File: src/rtl/data_bus_lsu.sv
// Load/store unit bridging a CPU data port to a single-beat, ready-handshaked word bus.
// Optional build macro LSU_MISALIGN_CHECK_EN: misaligned accesses complete without a bus cycle.
module data_bus_lsu #(
  parameter int WAIT_MAX = 15
) (
  input  logic        clk,
  input  logic        reset,
  input  logic [1:0]  busWe,
  input  logic        rdEn,
  input  logic [2:0]  func3,
  input  logic [31:0] addr,
  input  logic [31:0] wdata,
  output logic [31:0] rdata,
  output logic        busy,
  output logic        done,
  output logic        err,
  output logic        mem_req,
  output logic        mem_we,
  output logic [31:0] mem_addr,
  output logic [3:0]  mem_be,
  output logic [31:0] mem_wdata,
  input  logic [31:0] mem_rdata,
  input  logic        mem_ready,
  output logic        misalign
);

  localparam logic [1:0] IDLE = 2'd0;
  localparam logic [1:0] REQ  = 2'd1;
  localparam logic [1:0] DONE = 2'd2;
  localparam int CNT_W = (WAIT_MAX < 2) ? 1 : $clog2(WAIT_MAX + 1);

  logic [1:0]       state_reg, state_next;
  logic [CNT_W-1:0] wait_cnt_reg, wait_cnt_next;
  logic [31:0]      rdata_reg, rdata_next;
  logic             err_reg, err_next;
  logic             misalign_reg, misalign_next;
  logic             mem_we_reg, mem_we_next;
  logic [31:0]      mem_addr_reg, mem_addr_next;
  logic [3:0]       be_reg, be_next;
  logic [31:0]      mem_wdata_reg, mem_wdata_next;
  logic [2:0]       func3_reg, func3_next;
  logic [1:0]       off_reg, off_next;
  logic             is_load_reg, is_load_next;

  logic             is_store;
  logic             misalign_det;
  logic             wait_expired;
  logic [3:0]       req_be;
  logic [31:0]      req_wdata;
  logic [31:0]      sb_data, sh_data;
  logic [7:0]       byte_sel;
  logic [15:0]      half_sel;
  logic [31:0]      load_data;

  assign is_store     = (busWe != 2'b00);
  assign wait_expired = (32'(wait_cnt_reg) + 32'd1) >= 32'(WAIT_MAX);

  // Store data is replicated across lanes so the memory only has to honour mem_be.
  for (genvar gi = 0; gi < 4; gi++) begin : g_lane
    assign sb_data[gi*8 +: 8] = wdata[7:0];
    assign sh_data[gi*8 +: 8] = wdata[(gi % 2)*8 +: 8];
  end

  always_comb begin
    req_be    = 4'b1111;
    req_wdata = wdata;
    case (busWe)
      2'b01: begin
        req_be    = 4'b0001 << addr[1:0];
        req_wdata = sb_data;
      end
      2'b10: begin
        req_be    = 4'b0011 << {addr[1], 1'b0};
        req_wdata = sh_data;
      end
      default: begin
        req_be    = 4'b1111;
        req_wdata = wdata;
      end
    endcase
  end

`ifdef LSU_MISALIGN_CHECK_EN
  always_comb begin
    if (is_store)
      misalign_det = ((busWe == 2'b10) && addr[0]) ||
                     ((busWe == 2'b11) && (addr[1:0] != 2'b00));
    else
      misalign_det = (((func3 == 3'b001) || (func3 == 3'b101)) && addr[0]) ||
                     ((func3 == 3'b010) && (addr[1:0] != 2'b00));
  end
`else
  assign misalign_det = 1'b0;
`endif

  assign byte_sel = mem_rdata[{off_reg, 3'b000} +: 8];
  assign half_sel = off_reg[1] ? mem_rdata[31:16] : mem_rdata[15:0];

  always_comb begin
    case (func3_reg)
      3'b000:  load_data = {{24{byte_sel[7]}}, byte_sel};
      3'b100:  load_data = {24'd0, byte_sel};
      3'b001:  load_data = {{16{half_sel[15]}}, half_sel};
      3'b101:  load_data = {16'd0, half_sel};
      default: load_data = mem_rdata;
    endcase
  end

  always_comb begin
    state_next     = state_reg;
    wait_cnt_next  = wait_cnt_reg;
    rdata_next     = rdata_reg;
    err_next       = err_reg;
    misalign_next  = misalign_reg;
    mem_we_next    = mem_we_reg;
    mem_addr_next  = mem_addr_reg;
    be_next        = be_reg;
    mem_wdata_next = mem_wdata_reg;
    func3_next     = func3_reg;
    off_next       = off_reg;
    is_load_next   = is_load_reg;
    case (state_reg)
      IDLE: begin
        // A simultaneous store and load resolves to the store.
        if (is_store || rdEn) begin
          func3_next     = func3;
          off_next       = addr[1:0];
          is_load_next   = !is_store;
          mem_addr_next  = {addr[31:2], 2'b00};
          mem_we_next    = is_store;
          be_next        = req_be;
          mem_wdata_next = is_store ? req_wdata : mem_wdata_reg;
          wait_cnt_next  = '0;
          if (misalign_det) begin
            state_next    = DONE;
            err_next      = 1'b0;
            misalign_next = 1'b1;
          end else begin
            state_next = REQ;
          end
        end
      end
      REQ: begin
        if (mem_ready) begin
          state_next    = DONE;
          err_next      = 1'b0;
          misalign_next = 1'b0;
          if (is_load_reg)
            rdata_next = load_data;
        end else if (wait_expired) begin
          state_next    = DONE;
          err_next      = 1'b1;
          misalign_next = 1'b0;
          if (is_load_reg)
            rdata_next = 32'd0;
        end else begin
          wait_cnt_next = wait_cnt_reg + CNT_W'(1);
        end
      end
      DONE:    state_next = IDLE;
      default: state_next = IDLE;
    endcase
  end

  always_ff @(posedge clk or posedge reset) begin
    if (reset) begin
      state_reg     <= IDLE;
      wait_cnt_reg  <= '0;
      rdata_reg     <= 32'd0;
      err_reg       <= 1'b0;
      misalign_reg  <= 1'b0;
      mem_we_reg    <= 1'b0;
      mem_addr_reg  <= 32'd0;
      be_reg        <= 4'd0;
      mem_wdata_reg <= 32'd0;
      func3_reg     <= 3'd0;
      off_reg       <= 2'd0;
      is_load_reg   <= 1'b0;
    end else begin
      state_reg     <= state_next;
      wait_cnt_reg  <= wait_cnt_next;
      rdata_reg     <= rdata_next;
      err_reg       <= err_next;
      misalign_reg  <= misalign_next;
      mem_we_reg    <= mem_we_next;
      mem_addr_reg  <= mem_addr_next;
      be_reg        <= be_next;
      mem_wdata_reg <= mem_wdata_next;
      func3_reg     <= func3_next;
      off_reg       <= off_next;
      is_load_reg   <= is_load_next;
    end
  end

  // Bus strobes derive from the state register so reset drops them without a clock.
  assign mem_req   = (state_reg == REQ);
  assign busy      = (state_reg == REQ);
  assign done      = (state_reg == DONE);
  assign mem_be    = mem_req ? be_reg : 4'b0000;
  assign mem_we    = mem_we_reg;
  assign mem_addr  = mem_addr_reg;
  assign mem_wdata = mem_wdata_reg;
  assign rdata     = rdata_reg;
  assign err       = err_reg;
  assign misalign  = misalign_reg;

endmodule

File: config.mk
export PLATFORM = sky130hd
export DESIGN_NAME = data_bus_lsu
export DESIGN_NICKNAME = d
export VERILOG_FILES = /design/src/rtl/data_bus_lsu.sv
export SDC_FILE = /design/constraint.sdc
export NUM_CORES = 1
export LEC_CHECK = 0
export CAP_MARGIN = 20
export CORE_MARGIN = 2
export CORE_UTILIZATION = 39
export DETAILED_ROUTE_END_ITERATION = 8
export PLACE_DENSITY_LB_ADDON = 0.2
export SYNTH_ARGS = -nofsm -noshare
export SYNTH_HDL_FRONTEND = slang
export SYNTH_SLANG_ARGS = --single-unit
File: constraint.sdc
create_clock -name clk -period 4.1 [get_ports clk]
set_clock_uncertainty 0.1 [all_clocks]
set_input_delay 1.025 -clock clk [delete_from_list [all_inputs] [get_ports clk]]
set_output_delay 1.025 -clock clk [all_outputs]
set_load 0.02 [all_outputs]
# == After elaboration in Yosys (flattened, before gate mapping) ==
# Cells that the tools add are included.
# word_totals
romBits,0
ff_bits,113
latch_bits,0
output_inout_bits,106
input_bits,105
wordCells,63
ram_bits,0
memories,0
# classes
n_reduce_logical,13
mul,0
div_mod_pow,0
bitwise_logic,0
eq_ne,11
shift,3
add_sub_neg,2
n_lt_le_gt_ge,1
n_mux,21
# op_table
operator,n
$mux W32,4
$pmux W32 S4,1
$pmux W32 S2,1
$shiftx A32 B6 Y8,1
$mux W16,1
$mux W4,4
$pmux W4 S2,2
$eq A3 B3 Y1 const B,2
$mux W2,3
$ne A2 B2 Y1 const B,3
$reduce_and A2 Y1,3
$reduce_and A3 Y1,2
$reduce_bool A2 Y1,3
$add A4 B1 Y5 const B,1
$ge A5 B4 Y1 const B,1
$add A4 B1 Y4 const B,1
$eq A2 B1 Y1 const B,2
$eq A2 B2 Y1 const B,2
$mux W1,4
$pmux W2 S2,1
$reduce_and A4 Y1,1
$shl A1 B2 Y4 const A,1
$shl A2 B2 Y4 const A,1
$eq A3 B1 Y1 const B,1
5 further kinds,5

# == Logic depth before layout (Yosys ltp) ==
# depth
depth_word,5
ltp_mapped,8
depth_no_buf,7

# == Worst setup path before layout ==
# OpenSTA, ideal clock, no wires.
# synth_timing
kind,input-to-reg
startpoint,in busWe[0]
endpoint,"reg mem_addr_reg[11], in the netlist mem_addr[11]"
t_required_ns,3.875
cell_stages,7
arrival_time_ns,2.246
slack_ns,1.629
path_buffers,2
setup_ns,0.125
path_cell_list,inv_1 -> ha_1 -> inv_1 -> o21ai_0 -> buf_2 -> buf_2 -> mux2_2
# synth_between
elab_chain_len,3
# synth_rtl
item,line,source
"start, declared",8,"input logic [1:0] busWe,"
$reduce_bool A2 Y1,55,assign is_store = (busWe != 2'b00);
$logic_or A1 B1 Y1,125,if (is_store || rdEn) begin
$reduce_and A2 Y1 (no line),n/a,
"end signal, assigned",186,mem_addr_reg <= mem_addr_next;
"end, declared",38,"logic [31:0] mem_addr_reg, mem_addr_next;"
# Every way passes these cells.
# A chain may end at the register's enable or synchronous reset.

# == Final worst setup path ==
# layout_timing
startpoint,reg state_reg[1]
endpoint,out mem_be[0]
# layout_between
elab_chain_len,2
# layout_rtl
item,line,source
"start, declared",32,"logic [1:0] state_reg, state_next;"
"start signal, assigned",180,state_reg <= state_next;
$eq A2 B1 Y1,196,assign mem_req = (state_reg == REQ);
$mux W4,199,assign mem_be = mem_req ? be_reg : 4'b0000;
"end, declared",20,"output logic [3:0] mem_be,"
# Every way passes these cells.

==> reports/results.md <==
| Parameter | This run |
| --- | --- |
| Cell with the most instances after synthesis | dfrtp_1 |
| Utilization after layout | 0.5894 |
| Worst path max stage delay | 0.64 ns |
| Overall routing resource usage | 0.2041 |
| Clock tree from TritonCTS | done |
| Drt wl/cell | 16.95 µm |
| Port Buffers | 207 |
| Clock sink count | 112 |
| Global-route wire length before repair | 23050 µm |
| Cell type with the largest total area after synthesis | dfrtp_1 |
| Period minus WS final | 3.076 ns |
| Boundary pin count | 211 |
| Count of cells resized by post-cts repair | 0 |
| Highest-delay cell along the critical path | clkdlybuf4s50_1 |
| Chip height | 119.7 µm |
| List of cells traversed by the critical path | nand2b_4, inv_2, and2_1, clkdlybuf4s50_1 |
| Setup WS post-layout | 1.024 ns |
| Final antenna-violating net count | 0 |
| Status | complete, no violations |
| Flip-flop and latch count after synthesis | 112 |
| Antenna diode count | 0 |
| Capturing element type of the critical path | output pin |
| Net count of the finished layout | 774 |
| RSZ-0062 raised after global routing | no |
| Register clock-pin slew on the reported worst setup and hold paths | 0.07 ns |
| Cell types occupying the most area after synthesis | dfrtp_1, mux2_2, a22o_1 |
| Arrival time worst endpoint | 1.95 ns |
| Initial Utilization | 0.3972 |
| Via-per-instance ratio | 5.207 |
| Leakage Power | 3.267 nW |
| Count of synthesis-stage warnings from yosys | 0 |
| DRT iter0 DRCs | 347 |
| Relative contribution of sequential cells to total power | 0.332 |
| Worst path required time | 2.97 ns |
| Final total negative setup slack | 0 ns |
| Number of enable flip-flop cells after synthesis | 0 |
| Cell at the root of the clock tree | clkbuf_16 |
| Net Sw Power | 2.309 mW |
| Number of standard cells after synthesis | 471 |
| Number of cells after detailed placement | 829 |
| Max Transition Viols Final | 0 |
| Share of the synthesized area in the top cell type | 0.5370 |
| Placement-stage worst setup slack | 0.8052 ns |
| Most used DFF post-synth | dfrtp_1 |
| Detail Placement HPWL | 10550 µm |
| Critical path launch point type | flip-flop |
| Commonest cells in the netlist | dfrtp_1, mux2_2, nand2_1, a21oi_1, a22o_1 |
| Period Utilization, post-route | 0.7503 |
| Pin count of the biggest net entering global routing | 53 |
| Area after detailed placement | 7458 µm² |
| Clock Latency Late Sink | 0.35 ns |
| Layout cells sized above 1 | 0.1151 |
| Post-route worst hold slack | 0.3833 ns |
| Final weighted congestion in routability-driven placement | 0.8587 |
| Total clock buffers created by CTS | 9 |
| Final setup violation count | 0 |
| DRC errors left | 0 |
| Wire length reported by the detailed router | 14320 µm |
| Total number of vias | 4400 |
| Combinational group share of total power | 0.526 |
| First drt pass iteration count | 5 |
| Initial antenna violation count | 0 |
| Critical path fanouts, max | 12 |
| P_int | 3.657 mW |
| Slew at the pin with the worst max-slew slack | 0.7709 ns |
| Maximum count of clock buffers along a single path | 2 |
| Share of total power in the clock network | 0.142 |
| Setup CP Type | reg2out |
| Number of global-route vias before repair | 4391 |
| Number of H-tree levels | 3 |
| Full die area | 14320 µm² |
| Area of the placeable core | 13140 µm² |
| Number of rows in the core area | 42 |
| Average cell area after synthesis | 11.08 µm² |
| Net switching fraction of the power | 0.3870 |
| Number of non-filler instances in the completed layout | 845 |
| Peak clock frequency supported by timing | 325.1 MHz |
| Post-CTS Repair Setup Buffers | 0 |
| Slew HR | 0.4849 |
| Remaining global-route overflow | 0 |
| Total chip power | 5.966 mW |
| Total of hold buffers inserted after clock tree synthesis | 0 |
| Die boundary width | 119.7 µm |
| Share of the yosys chip area belonging to registers | 0.5370 |
| Final hold vios | 0 |
| Power density over the cells | 770.5 nW/µm² |
| Post-layout instance area | 7744 µm² |
| Count of unique library cells instantiated by Yosys | 44 |
| Share of synthesized flip-flops with an asynchronous set or reset | 1.000 |
| Worst hold path type | reg2reg |
| Max-cap violation count | 0 |
| Post-Syn Area | 5219 µm² |
| Worst VDD drop | 0.4022 mV |
| Growth of design area from synthesis to finish | 48.38% |
final timing paths:
kind,startpoint,end,slack (ns),cells after the start
max reg2reg,wait_cnt_reg[0],rdata[28],1.47,8
min in group asynchronous,reset,mem_addr[16],1.04,2
min,mem_wdata[1],mem_wdata[1],0.38,2
max,state_reg[1],mem_be[0],1.02,4
min reg2reg,mem_wdata[1],mem_wdata[1],0.38,2
max in group asynchronous,reset,mem_wdata[15],2.16,3
cell families (layout without fill, tap and decap cells):
kind of cell	Yosys count	in the layout	share of synthesized area
AND/OR/NAND/NOR	127	127	0.1261
flip-flops	112	112	0.5370
multiplexers	48	48	0.1026
AO/OA/AOI/OAI	128	128	0.1765
buffers and inverters	49	245	0.04339
other	1	3	0.0007186
adder cells (fa/ha/maj)	5	5	0.01199
XOR/XNOR	1	1	0.001679
layer usage:
metal | routed length (µm) | part of all wire | global-route usage | vias up
li1 | - | - | - | 2056
met4 | 337 | 0.024 | 0.08162 | 0
met1 | 6137 | 0.43 | 0.2756 | 2139
met2 | 6610 | 0.46 | 0.3129 | 183
met3 | 1235 | 0.086 | 0.05561 | 22
met5 | 0 | 0 | 0 | -
power by group through the flow:
stage / sequential (mW) / combinational (mW) / clock, mW
2_1_floorplan: 2.46 / 1.28 / 0
3_3_place_gp: 1.98 / 3.10 / 0
3_5_place_dp: 2.00 / 3.15 / 0
4_1_cts: 1.98 / 3.17 / 0.873
5_1_grt: 2.05 / 3.36 / 0.916
6_report: 1.98 / 3.14 / 0.845
cell type report:
| class | instances | area (µm²) |
|---|---|---|
| clock inverters | 3 | 15.01 |
| repair buffers | 215 | 2157 |
| multi-input cells | 312 | 2223 |
| inverters | 14 | 55.05 |
| fillers | 1111 | 5394 |
| well taps | 176 | 220.2 |
| flip-flops and latches | 112 | 2803 |
| clock buffers | 13 | 270.3 |
worst max-delay path, delay by kind of cell, from the launching register on:
| family | cells | cell delay (ns) |
|---|---|---|
| flops | 1 | 0.43 |
| buf+inv | 2 | 0.83 |
| simple gates | 2 | 0.36 |
cells in the final DEF (no fill, tap or decap), types with 3 or more instances in the layout:
cell type,count
clkdlybuf4s50_1,207
dfrtp_1,112
mux2_2,44
nand2_1,40
a21oi_1,38
a22o_1,36
nand2b_1,34
nor2_1,24
a221o_1,14
o22ai_1,13
o21ai_0,12
inv_1,11
clkbuf_16,9
nor3b_1,8
buf_4,6
ha_1,5
nor2b_1,4
mux2i_1,4
and2_1,4
o2bb2ai_1,3
conb_1,3
clkinv_2,3
clkbuf_8,3
Power figures use the tool's default switching activity.
